<file path="src/rtl/mem_hs_ctrl.sv">
// Load/store controller for a 256-byte asynchronous big-endian RAM with an MFC handshake.
// Define MEM_TIMEOUT_EN to abort an access that sees no MFC within TIMEOUT_CYC ACCESS cycles.
module mem_hs_ctrl #(
    parameter int ADDR_W      = 8,
    parameter int TIMEOUT_CYC = 64
) (
    input  logic              Clk,
    input  logic              Reset_n,
    input  logic              Req,
    input  logic              Write,
    input  logic [1:0]        Size,
    input  logic [ADDR_W-1:0] Addr,
    input  logic [63:0]       WData,
    output logic [63:0]       RData,
    output logic              Done,
    output logic              Err,
    output logic              Busy,
    output logic              MemEnable,
    output logic              MemReadWrite,
    output logic [ADDR_W-1:0] MemAddress,
    output logic [31:0]       MemDataIn,
    output logic [1:0]        MemDataSize,
    input  logic [31:0]       MemDataOut,
    input  logic              MFC
);
    typedef enum logic [2:0] {S_IDLE, S_SETUP, S_ACCESS, S_RECOVER, S_FAULT} state_t;

    state_t            state_q, state_d;
    logic              write_q, write_d;
    logic [1:0]        size_q, size_d;
    logic [ADDR_W-1:0] addr_q, addr_d;
    logic [63:0]       wdata_q, wdata_d;
    logic [63:0]       rdata_q, rdata_d;
    logic              second_q, second_d;
    logic [1:0]        sync_q;
    logic              mfc_s;
    logic              misaligned;
    logic              last_access;
    logic              aborted;
    logic [63:0]       rd_capture;

`ifdef MEM_TIMEOUT_EN
    localparam int CNT_W = $clog2(TIMEOUT_CYC + 1);
    logic [CNT_W-1:0] cnt_q, cnt_d;
    logic             abort_q, abort_d;
    assign aborted = abort_q;
`else
    assign aborted = 1'b0;
`endif

    assign mfc_s       = sync_q[1];
    assign Busy        = (state_q != S_IDLE);
    assign MemEnable   = (state_q == S_ACCESS);
    assign RData       = rdata_q;
    assign last_access = (size_q != 2'b11) || second_q;

    always_comb begin
        misaligned = 1'b0;
        case (Size)
            2'b01:   misaligned = Addr[0];
            2'b10:   misaligned = |Addr[1:0];
            2'b11:   misaligned = |Addr[2:0];
            default: misaligned = 1'b0;
        endcase
    end

    // Big-endian RAM returns narrow data right-justified; stale upper bits are discarded here.
    always_comb begin
        rd_capture = 64'd0;
        case (size_q)
            2'b00:   rd_capture = {56'd0, MemDataOut[7:0]};
            2'b01:   rd_capture = {48'd0, MemDataOut[15:0]};
            2'b10:   rd_capture = {32'd0, MemDataOut};
            default: rd_capture = second_q ? {rdata_q[63:32], MemDataOut} : {MemDataOut, 32'd0};
        endcase
    end

    always_comb begin
        MemReadWrite = 1'b0;
        MemAddress   = '0;
        MemDataIn    = 32'd0;
        MemDataSize  = 2'b00;
        if (state_q == S_SETUP || state_q == S_ACCESS || state_q == S_RECOVER) begin
            MemReadWrite = ~write_q;
            MemAddress   = addr_q;
            MemDataSize  = (size_q == 2'b11) ? 2'b10 : size_q;
            case (size_q)
                2'b00:   MemDataIn = {24'd0, wdata_q[7:0]};
                2'b01:   MemDataIn = {16'd0, wdata_q[15:0]};
                2'b10:   MemDataIn = wdata_q[31:0];
                default: MemDataIn = second_q ? wdata_q[31:0] : wdata_q[63:32];
            endcase
        end
    end

    always_comb begin
        state_d  = state_q;
        write_d  = write_q;
        size_d   = size_q;
        addr_d   = addr_q;
        wdata_d  = wdata_q;
        rdata_d  = rdata_q;
        second_d = second_q;
`ifdef MEM_TIMEOUT_EN
        cnt_d    = cnt_q;
        abort_d  = abort_q;
`endif
        Done     = 1'b0;
        Err      = 1'b0;
        case (state_q)
            S_IDLE: begin
                if (Req) begin
                    write_d  = Write;
                    size_d   = Size;
                    addr_d   = Addr;
                    wdata_d  = WData;
                    rdata_d  = 64'd0;
                    second_d = 1'b0;
`ifdef MEM_TIMEOUT_EN
                    abort_d  = 1'b0;
`endif
                    state_d  = misaligned ? S_FAULT : S_SETUP;
                end
            end
            S_FAULT: begin
                Done    = 1'b1;
                Err     = 1'b1;
                state_d = S_IDLE;
            end
            S_SETUP: begin
`ifdef MEM_TIMEOUT_EN
                cnt_d   = '0;
`endif
                state_d = S_ACCESS;
            end
            S_ACCESS: begin
                if (mfc_s) begin
                    if (!write_q)
                        rdata_d = rd_capture;
                    state_d = S_RECOVER;
                end
`ifdef MEM_TIMEOUT_EN
                else if (cnt_q == CNT_W'(TIMEOUT_CYC - 1)) begin
                    abort_d = 1'b1;
                    rdata_d = 64'd0;
                    state_d = S_RECOVER;
                end else begin
                    cnt_d = cnt_q + 1'b1;
                end
`endif
            end
            S_RECOVER: begin
                if (last_access || aborted) begin
                    Done    = 1'b1;
                    Err     = aborted;
                    state_d = S_IDLE;
                end else begin
                    addr_d   = addr_q + ADDR_W'(4);
                    second_d = 1'b1;
                    state_d  = S_SETUP;
                end
            end
            default: state_d = S_IDLE;
        endcase
    end

    always_ff @(posedge Clk or negedge Reset_n) begin
        if (!Reset_n) begin
            state_q  <= S_IDLE;
            write_q  <= 1'b0;
            size_q   <= 2'b00;
            addr_q   <= '0;
            wdata_q  <= 64'd0;
            rdata_q  <= 64'd0;
            second_q <= 1'b0;
`ifdef MEM_TIMEOUT_EN
            cnt_q    <= '0;
            abort_q  <= 1'b0;
`endif
        end else begin
            state_q  <= state_d;
            write_q  <= write_d;
            size_q   <= size_d;
            addr_q   <= addr_d;
            wdata_q  <= wdata_d;
            rdata_q  <= rdata_d;
            second_q <= second_d;
`ifdef MEM_TIMEOUT_EN
            cnt_q    <= cnt_d;
            abort_q  <= abort_d;
`endif
        end
    end

    // Held clear while the RAM is disabled so a lingering MFC from the last access is never seen.
    always_ff @(posedge Clk or negedge Reset_n) begin
        if (!Reset_n)
            sync_q <= 2'b00;
        else if (!MemEnable)
            sync_q <= 2'b00;
        else
            sync_q <= {sync_q[0], MFC};
    end
endmodule

</file>
<file path="config.mk">
export PLATFORM = sky130hd
export DESIGN_NAME = mem_hs_ctrl
export DESIGN_NICKNAME = d
export VERILOG_FILES = /design/src/rtl/mem_hs_ctrl.sv
export SDC_FILE = /design/constraint.sdc
export NUM_CORES = 1
export LEC_CHECK = 0
export ABC_AREA = 1
export CORE_UTILIZATION = 46
export CTS_BUF_LIST = sky130_fd_sc_hd__clkbuf_4 sky130_fd_sc_hd__clkbuf_8 sky130_fd_sc_hd__clkbuf_16
export DETAILED_ROUTE_END_ITERATION = 8
export GPL_TIMING_DRIVEN = 0
export PLACE_DENSITY = 0.78
export SYNTH_ARGS = -nofsm -noshare
export SYNTH_HDL_FRONTEND = slang
export SYNTH_SLANG_ARGS = --single-unit
</file>
<file path="constraint.sdc">
create_clock -name Clk -period 1.62 [get_ports Clk]
set_input_delay 0.162 -clock Clk [delete_from_list [all_inputs] [get_ports Clk]]
set_output_delay 0.162 -clock Clk [all_outputs]
set_load 0.005 [all_outputs]
</file>
# Yosys cells after proc, flatten, opt, wreduce, memory -nomap -nowiden
# Index checks and enable logic that the tools add are counted.
[word_totals] register_bits=145 in_bits=111 word_cells=71
[op_classes] n_addsub=1 n_eq_ne=16 muxes=29 bitwise=1 reduce_logical=15
[op_table] cell="64-bit 2-to-1 mux" count=4
[op_table] cell="64-bit one-hot mux with 3 select lines" count=1
[op_table] cell="64-bit one-hot mux with 2 select lines" count=1
[op_table] cell="32-bit one-hot mux with 3 select lines" count=1
[op_table] cell="32-bit 2-to-1 mux" count=2
[op_table] cell="8-bit 2-to-1 mux" count=3
[op_table] cell="8-bit one-hot mux with 2 select lines" count=1
[op_table] cell="3-bit one-hot mux with 4 select lines" count=1
[op_table] cell="3-bit 2-to-1 mux" count=3
[op_table] cell="8-bit by 3-bit adder with 8-bit output (second input constant)" count=1
[op_table] cell="2-bit == test (second input constant)" count=4
[op_table] cell="2-bit inequality test (second input constant)" count=4
[op_table] cell="3-bit by 2-bit == test with 1-bit output (second input constant)" count=2
[op_table] cell="1-bit 2-to-1 mux" count=6
[op_table] cell="2-bit 2-to-1 mux" count=3
[op_table] cell="5-bit by 2-bit inequality test with 1-bit output (second input constant)" count=1
[op_table] cell="5-bit AND reduction" count=1
[op_table] cell="2-bit by 1-bit == test with 1-bit output (second input constant)" count=2
[op_table] cell="1-bit one-hot mux with 2 select lines" count=2
[op_table] cell="2-bit AND reduction" count=2
[op_table] cell="4-bit AND reduction" count=1
[op_table] cell="2-bit nonzero test" count=2
[op_table] cell="3-bit by 1-bit == test with 1-bit output (second input constant)" count=1
[op_table] cell="3-bit == test (second input constant)" count=1
[op_table] cell="other kinds (10)" count=12

# Longest topological paths before layout
[depth] depth_word=5 ltp_mapped=9 ltp_nobuf=8

# Worst setup path before layout
# No wires, ideal clock.
[synth_path] path_type="reg2reg" from="reg size_q[1]" to="reg rdata_q[40], in the netlist RData[40]" setup_ns=0.117 arrival_time_ns=1.297 required_ns=1.503 setup_slack_ns=0.206 stages_incl_launch_ff=8 period_less_slack_ns=1.414 path_cell_list="dfrtp_1 > nand3_2 > clkinv_1 > nand2_1 > clkbuf_1 > nor2_1 > nand3_1 > nand2_1"
[synth_via] elab_chain_cells=5
[synth_lines] element="start, declared" line_no="30" text="logic [1:0] size_q, size_d;"
[synth_lines] element="start signal, assigned" line_no="183" text="size_q <= size_d;"
[synth_lines] element="2-bit == test (tied with other cells)" line_no="70" text="case (size_q)"
[synth_lines] element="64-bit one-hot mux with 3 select lines" line_no="70"
[synth_lines] element="64-bit 2-to-1 mux" line_no="138" text="if (!write_q)"
[synth_lines] element="64-bit 2-to-1 mux" line_no="137" text="if (mfc_s) begin"
[synth_lines] element="64-bit one-hot mux with 2 select lines" line_no="110" text="case (state_q)"
[synth_lines] element="end signal, assigned" line_no="186" text="rdata_q <= rdata_d;"
[synth_lines] element="end, declared" line_no="33" text="logic [63:0] rdata_q, rdata_d;"
# Several ways; a longest one is shown, not always the timed one. The select of a mux whose other input is x is not followed.
# A chain may end at the register's enable or synchronous reset.

# Worst setup path in the final report
[layout_path] from="reg state_q[1]" to="reg rdata_q[52], in the netlist RData[52]"
[layout_via] elab_chain_cells=3
[layout_lines] element="start, declared" line_no="28" text="state_t state_q, state_d;"
[layout_lines] element="start signal, assigned" line_no="181" text="state_q <= state_d;"
[layout_lines] element="3-bit by 2-bit == test with 1-bit output / 3-bit zero test (equally long branches)" line_no="110"
[layout_lines] element="5-bit by 2-bit inequality test with 1-bit output (no source line) (tied with other cells)"
[layout_lines] element="5-bit AND reduction (no source line)"
# Several ways; a longest one is shown, not always the timed one.

==> metrics.md <==
| Metric | Value |
|---|---|
| Syn Area/Cell | `7.514 µm²` |
| Clk_skew | `0.01601 ns` |
| Setup CP Type | `reg2reg` |
| Setup WS pre-CTS | `-0.8178 ns` |
| P per Cell Area | `1952 mW/mm²` |
| Die area | `0.01522 mm²` |
| Hold Fails Final Rpt | `0` |
| Final Slew Violations | `0` |
| Crit start category | `flip-flop` |
| Synth warnings | `0` |
| Via count | `7935` |
| Crit share post-route | `1.239` |
| Worst Tran Pin Value | `0.6386 ns` |
| Hold Slack | `0.2479 ns` |
| Post-route ant nets | `0` |
| Number of antenna cells inserted | `0` |
| Worst-path clk slew | `0.07 ns` |
| Compound-Gate Fraction of Synth Area | `0.05261` |
| Largest net degree at the start of global routing | `81` |
| Post-Syn Area | `0.006778 mm²` |
| RSZ-0062 raised after global routing | `true` |
| Core area | `0.01415 mm²` |
| Initial DRC Count | `948` |
| WL/cell | `20.47 µm` |
| Adder-cell share of the synthesized area | `0.001846` |
| CTS Buf Count | `17` |
| Fraction of registers with async set/reset | `1.000` |
| R2R Setup Slk | `-0.39 ns` |
| Clk sink count | `145` |
| Failing checks | `setup timing` |
| Proportion of synthesized area in mux cells | `0` |
| Critical Path AT | `2.38 ns` |
| Dpl hpwl | `14680 µm` |
| Core Rows | `43` |
| Final layout net count | `1330` |
| Fin worst setup slack | `-0.3870 ns` |
| Simple-gate share of the synthesized area | `0.3424` |
| H-Tree Depth | `4` |
| Final wirelength | `28860 µm` |
| DP Cell Count | `1304` |
| Vias per Instance | `5.628` |
| Crit. End Element | `flip-flop` |
| Critical path fanouts, max | `5` |
| Fill count | `769` |
| Main synth FF type | `dfrtp_1` |
| Gr usage total | `0.2937` |
| Max frequency | `0.4983 GHz` |
| Largest family of logic cells by synthesized area | `simple AND/OR/NAND/NOR gates` |
| IO Port Bufs | `221` |
| Non-filler instance count after layout | `1410` |
| Total chip power | `23.20 mW` |
| Initial antenna violation count | `0` |
| Maxcap violations | `0` |
| Outcome | `finished with violations` |
| Cell count after synthesis | `902` |
| Syn-to-layout area delta | `75.30%` |
| Netlist cell types | `26` |
| Post-synthesis net count | `1014` |
| DRC violations left | `0` |
| Overflow after GRT | `0` |
| First-pass GRT wire length | `33710 µm` |
| Post-synth EDFFs | `0` |
| Register area share after synthesis | `0.5354` |
| Max Root-Sink Buffers | `2` |
| Max-slew headroom | `0.5743` |
| Path category of the worst min-delay check | `in2reg` |
| Die extent in y | `123.4 µm` |
| Initial Util | `0.4790` |
| 1st-pass router iterations | `7` |
| I/O pins | `222` |
| # setup viols final | `121` |
| Yosys reg bits | `145` |
| RD Place Congestion | `0.8518` |
| Peak supply drop | `1145 µV` |
| Post-layout util | `0.8397` |
| Die X | `123.4 µm` |
| Min cycle time layout | `2.007 ns` |
| CTS tree | `yes` |
| CP required | `2.00 ns` |
| Share of cells above drive strength 1 | `0.3431` |
| Clock root buffer | `clkbuf_16` |
| Multi-input logic area | `0.003722 mm²` |
| Xor/xnor share of the synthesized area | `0` |
| Worst-skew pair later-pin latency | `0.44 ns` |
| Pleak | `5.921 nW` |
| Vias in the first global route | `6760` |
| Register area | `0.003633 mm²` |
stage by stage:
step                      area (µm²)  setup TNS (ns)
after global routing           11880          -37.79
after global placement          9215         -820.87
after floorplan                 6778               0
final                          11880          -33.07
after CTS                      10560          -9.755
after detailed placement        9244          -41.66
report_power, final:
group / switching, mW / leakage [nW] / internal, mW / total (mW)
combinational: 6.96 / 3.72 / 5.92 / 12.9
sequential: 1.07 / 1.89 / 4.92 / 5.99
clock: 1.62 / 0.316 / 2.70 / 4.32
total: 9.65 / 5.92 / 13.5 / 23.2
cell usage in the layout, fill, tap and decap left out, types with 3 or more instances in the layout:
cell,synthesis,layout
a211oi_2,0,9
a21oi_1,19,3
a21oi_2,0,13
a21oi_4,0,3
a22oi_2,0,8
buf_12,0,4
buf_2,19,53
buf_4,3,30
buf_6,0,44
buf_8,0,14
bufinv_16,0,4
clkbuf_1,25,3
clkbuf_16,0,25
clkbuf_2,0,4
clkbuf_4,0,5
clkbuf_8,0,6
clkdlybuf4s50_1,0,173
clkinv_2,0,4
clkinv_4,0,5
dfrtp_1,145,141
dfrtp_2,0,4
inv_1,60,54
inv_2,4,4
inv_4,0,4
nand2_1,429,340
nand2_2,0,62
nand2_4,0,21
nand2_8,0,6
nand3_1,41,9
nand3_2,2,30
nand3_4,0,4
nor2_1,67,53
nor2_2,5,11
nor2_4,1,9
nor3_1,33,9
nor3_2,0,19
nor3_4,0,5
o21ai_0,16,15
o21ai_2,1,5
kinds of logic (layout without fill, tap and decap cells):
family | Yosys count | after routing
simple gates | 582 | 582
buf+inv | 113 | 441
fa+ha+maj | 1 | 1
flops | 145 | 145
compound gates | 61 | 61
layer usage:
layer  vias up  wire length [µm]  GRT usage
li1       3433                 -          -
met1      3770             10340     0.3658
met2       581             14120     0.4948
met3       151              2873    0.07288
met4         0              1518     0.1047
met5         -                 0          0
cell usage after synthesis (all sizes together), types with 2 or more instances:
cell type / n / share of area
buf: 22 / 0.017
clkbuf: 25 / 0.014
inv: 64 / 0.035
clkinv: 2 / 0.0011
nor3: 33 / 0.024
nor2: 73 / 0.043
a22oi: 8 / 0.0089
o21ai: 23 / 0.018
a21oi: 19 / 0.014
dfrtp: 145 / 0.54
a211oi: 9 / 0.010
nand4: 2 / 0.0018
nand2: 429 / 0.24
nand3: 43 / 0.033
area by class of cell:
| type | instances | share of cell area |
|---|---|---|
| Buffer | 45 | 0.04044 |
| Clock buffer | 21 | 0.03991 |
| Clock inverter | 10 | 0.01327 |
| Inverter | 66 | 0.02401 |
| Multi-Input combinational cell | 644 | 0.3133 |
| Sequential cell | 145 | 0.3058 |
| Tap cell | 180 | 0.01896 |
| Timing Repair Buffer | 298 | 0.2437 |
| Timing Repair inverter | 1 | 0.0006318 |
final timing paths:
path,cells after the start,endpoint,start
max reg2reg,13,RData[52]$_DFFE_PN0P_,state_q[1]$_DFFE_PN0P_
min,3,sync_q[0]$_DFF_PN0_,MFC
max in group asynchronous,3,wdata_q[9]$_DFFE_PN0P_,Reset_n
min reg2reg,2,wdata_q[17]$_DFFE_PN0P_,wdata_q[17]$_DFFE_PN0P_
min in group asynchronous,2,RData[24]$_DFFE_PN0P_,Reset_n
max,13,RData[52]$_DFFE_PN0P_,state_q[1]$_DFFE_PN0P_
flip-flops by register name, summed over array words and instances, names as in the netlist:
name and cells:
RData 64, wdata_q 64, addr_q 8, state_q 3, size_q 2, sync_q 2
second_q 1, write_q 1
critical path, stage by stage (launching register included):
cell and delay [ns]:
dfrtp_1 0.43, buf_6 0.13, buf_6 0.08, buf_6 0.11, inv_4 0.04, nor2_4 0.16, nand2_4 0.13, nand2_4 0.11
inv_2 0.05, nor2_4 0.21, buf_6 0.16, buf_6 0.13, nand3_2 0.08, nand2_1 0.11
timing repair:
item	CTS	global route
resized for setup	356	273
setup buffers	31	36
pin swaps	34	82
hold endpoints to repair	65	0
hold buffers	1	0
endpoints found under the setup margin	144	168
gates cloned	4	11
Note: power is estimated with default switching activity, not from simulation.
==> patch: new RTL, same settings <==
Add an input register stage for `WData`, without a reset; this delays it by one clock. The other inputs are not delayed to match.
--- a/src/rtl/mem_hs_ctrl.sv
+++ b/src/rtl/mem_hs_ctrl.sv
@@ -26,4 +26,10 @@
     typedef enum logic [2:0] {S_IDLE, S_SETUP, S_ACCESS, S_RECOVER, S_FAULT} state_t;
 
+    logic [63:0] WData_q;
+
+    always_ff @(posedge Clk) begin
+        WData_q <= WData;
+    end
+
     state_t            state_q, state_d;
     logic              write_q, write_d;
@@ -114,5 +120,5 @@
                     size_d   = Size;
                     addr_d   = Addr;
-                    wdata_d  = WData;
+                    wdata_d  = WData_q;
                     rdata_d  = 64'd0;
                     second_d = 1'b0;
Formal check against the unedited RTL: not equivalent (Yosys sat finds a counterexample within 4 cycles, from zero or initial values and one cycle with Reset_n low).
==> patch against the original RTL <==
  * The run still ends with setup timing left
  * Die area rose by 21%
  * Wire length down 3.6%
  * Core utilization decreased by 5.7 points
  * Critical endpoint is now MemDataIn[9]
  * Clock skew down 0.0038 ns
  * Hold slack got worse by 0.15 ns
  * Maximum frequency is 0.69% lower
  * Largest power group unchanged
  * Clock power increased by 35%
  * Largest cell class is now sequential cells
  * Power is 15% higher
  * Synthesized area is 21% higher
  * Critical path type is now register to primary output
  * Final area up 15%
  * Worst setup slack got worse by 0.014 ns
  * Sequential cell count up 64
==> patch: results (changes against the original RTL) <==
worst_setup_path:
  reg2regPathDepth: 11  # was 13
  reg2reg_slack_ns: -0.11  # was -0.39 ns
  cp-endpoint: "MemDataIn[9]"  # was RData[52]$_DFFE_PN0P_
  cpLargestDelayFamily: "flip-flops"  # was simple AND/OR/NAND/NOR gates
  worst_path_max_delay_cell: "dfrtp_2"  # was dfrtp_1
  critPathLaunch: "size_q[1]$_DFFE_PN0P_"  # was state_q[1]$_DFFE_PN0P_
  regToRegStartpoint: "state_q[0]$_DFFE_PN0P_"  # was state_q[1]$_DFFE_PN0P_
  r2r-end: "RData[29]$_DFFE_PN0P_"  # was RData[52]$_DFFE_PN0P_
outcome:
  violations: "setup timing"  # unchanged
  status: "complete, but fails checks"  # unchanged
synthesis:
  synthArstFlopShare: 0.694  # was 1.00
  syn_nets: 1106  # was 1014
  synth.area.mux_share: 0  # unchanged
  synth_top_cells_by_count: "nand2_1 (445), dfrtp_1 (145), nor2_1 (92)"  # was nand2_1 (429), dfrtp_1 (145), nor2_1 (67)
  synth-compound-area-share: 0.0365  # was 0.0526
  ys_top_cells_by_area: "dfrtp_1 (44%), nand2_1 (20%), dfxtp_1 (16%)"  # was dfrtp_1 (54%), nand2_1 (24%), nor2_1 (3.7%)
  synth_cells: 994  # was 902
  yosysUniqueCellTypes: 27  # was 26
  yosysSeqAreaShare: 0.596  # was 0.535
drt:
  drt_iter0_markers: 588  # was 948
  post_drt_wl_per_cell_um: 17.9  # was 20.5 um
  firstDrtPassIters: 5  # was 7
  num_vias: 8137  # was 7935
place:
  dp_hpwl_um: 16500  # was 14700 um
  gp_congestion: 0.874  # was 0.852
  place_ws_ns: -0.799  # was -0.818 ns
  placed_area_um2: 10800  # was 9240 um2
grt:
  antenna_found_initial: 1  # was 0
  grt_first_pass_wirelength_um: 39300  # was 33700 um
  grt_pass1_vias: 7889  # was 6760
  grt_usage: 0.276  # was 0.294
clocking:
  htree_levels: 1  # was 4
  cts_made_buffers: 22  # was 17
  max-clock-path-buffers: 3  # was 2
  post_cts_buffers: 41  # was 31
  clock_latency_ns: 0.50  # was 0.44 ns
  cts_resized: 338  # was 356
power:
  peakVddDrop_mv: 1.18  # was 1.14 mV
  cellLeakagePower_nw: 7.03  # was 5.92 nW
final_layout:
  fin_cells: 1557  # was 1410
  drive_above_1_share: 0.339  # was 0.343
  nNetsFinal: 1428  # was 1330
  nFillCells: 1083  # was 769
sta:
  fin_skew_ns: 0.0122  # was 0.0160 ns
  setup_viol: 111  # was 121
  finalWorstSetupSlack_ns: -0.401  # was -0.387 ns
worst_hold_path:
  hold_class: "primary input to register"  # unchanged
  worstHoldEndpoint: "WData_q[0]$_DFF_P_"  # was sync_q[0]$_DFF_PN0_
  holdPathStages: 1  # was 3
patch: cell count changes after synthesis, sizes merged, moves of 8 or more:
cell and change:
clkbuf -9, inv -26, buf +12, a21oi +8, nand3 +34, dfxtp +64
nor3 -33, a22oi -8, nor2 +25, nand2 +32
patch: power by group:
| part | internal, mW | switching [mW] | leakage (nW) | total (mW) |
|---|---|---|---|---|
| logic | 6.09 | 6.97 | 4.19 | 13.1 |
| registers | 6.57 | 1.12 | 2.43 | 7.68 |
| clock network | 3.68 | 2.16 | 0.416 | 5.83 |
patch: cell type report:
class                      instances  area, um2  share of cell area
buffer                            48        519              0.0381
clock buffer                      28        656              0.0481
clock inverter                    12        199              0.0146
inverter                          38        185              0.0136
multi-input combinational        699       3900               0.286
sequential                       209       4910               0.361
tap                              225        282              0.0207
timing repair buffer             298       2970               0.218
patch: layer usage:
layer	vias to the layer above	GRT usage	wire (um)
li1	3743	-	-
met1	3924	0.340	10400
met2	384	0.478	14400
met3	84	0.0587	2070
met4	2	0.0918	942
met5	-	0	11
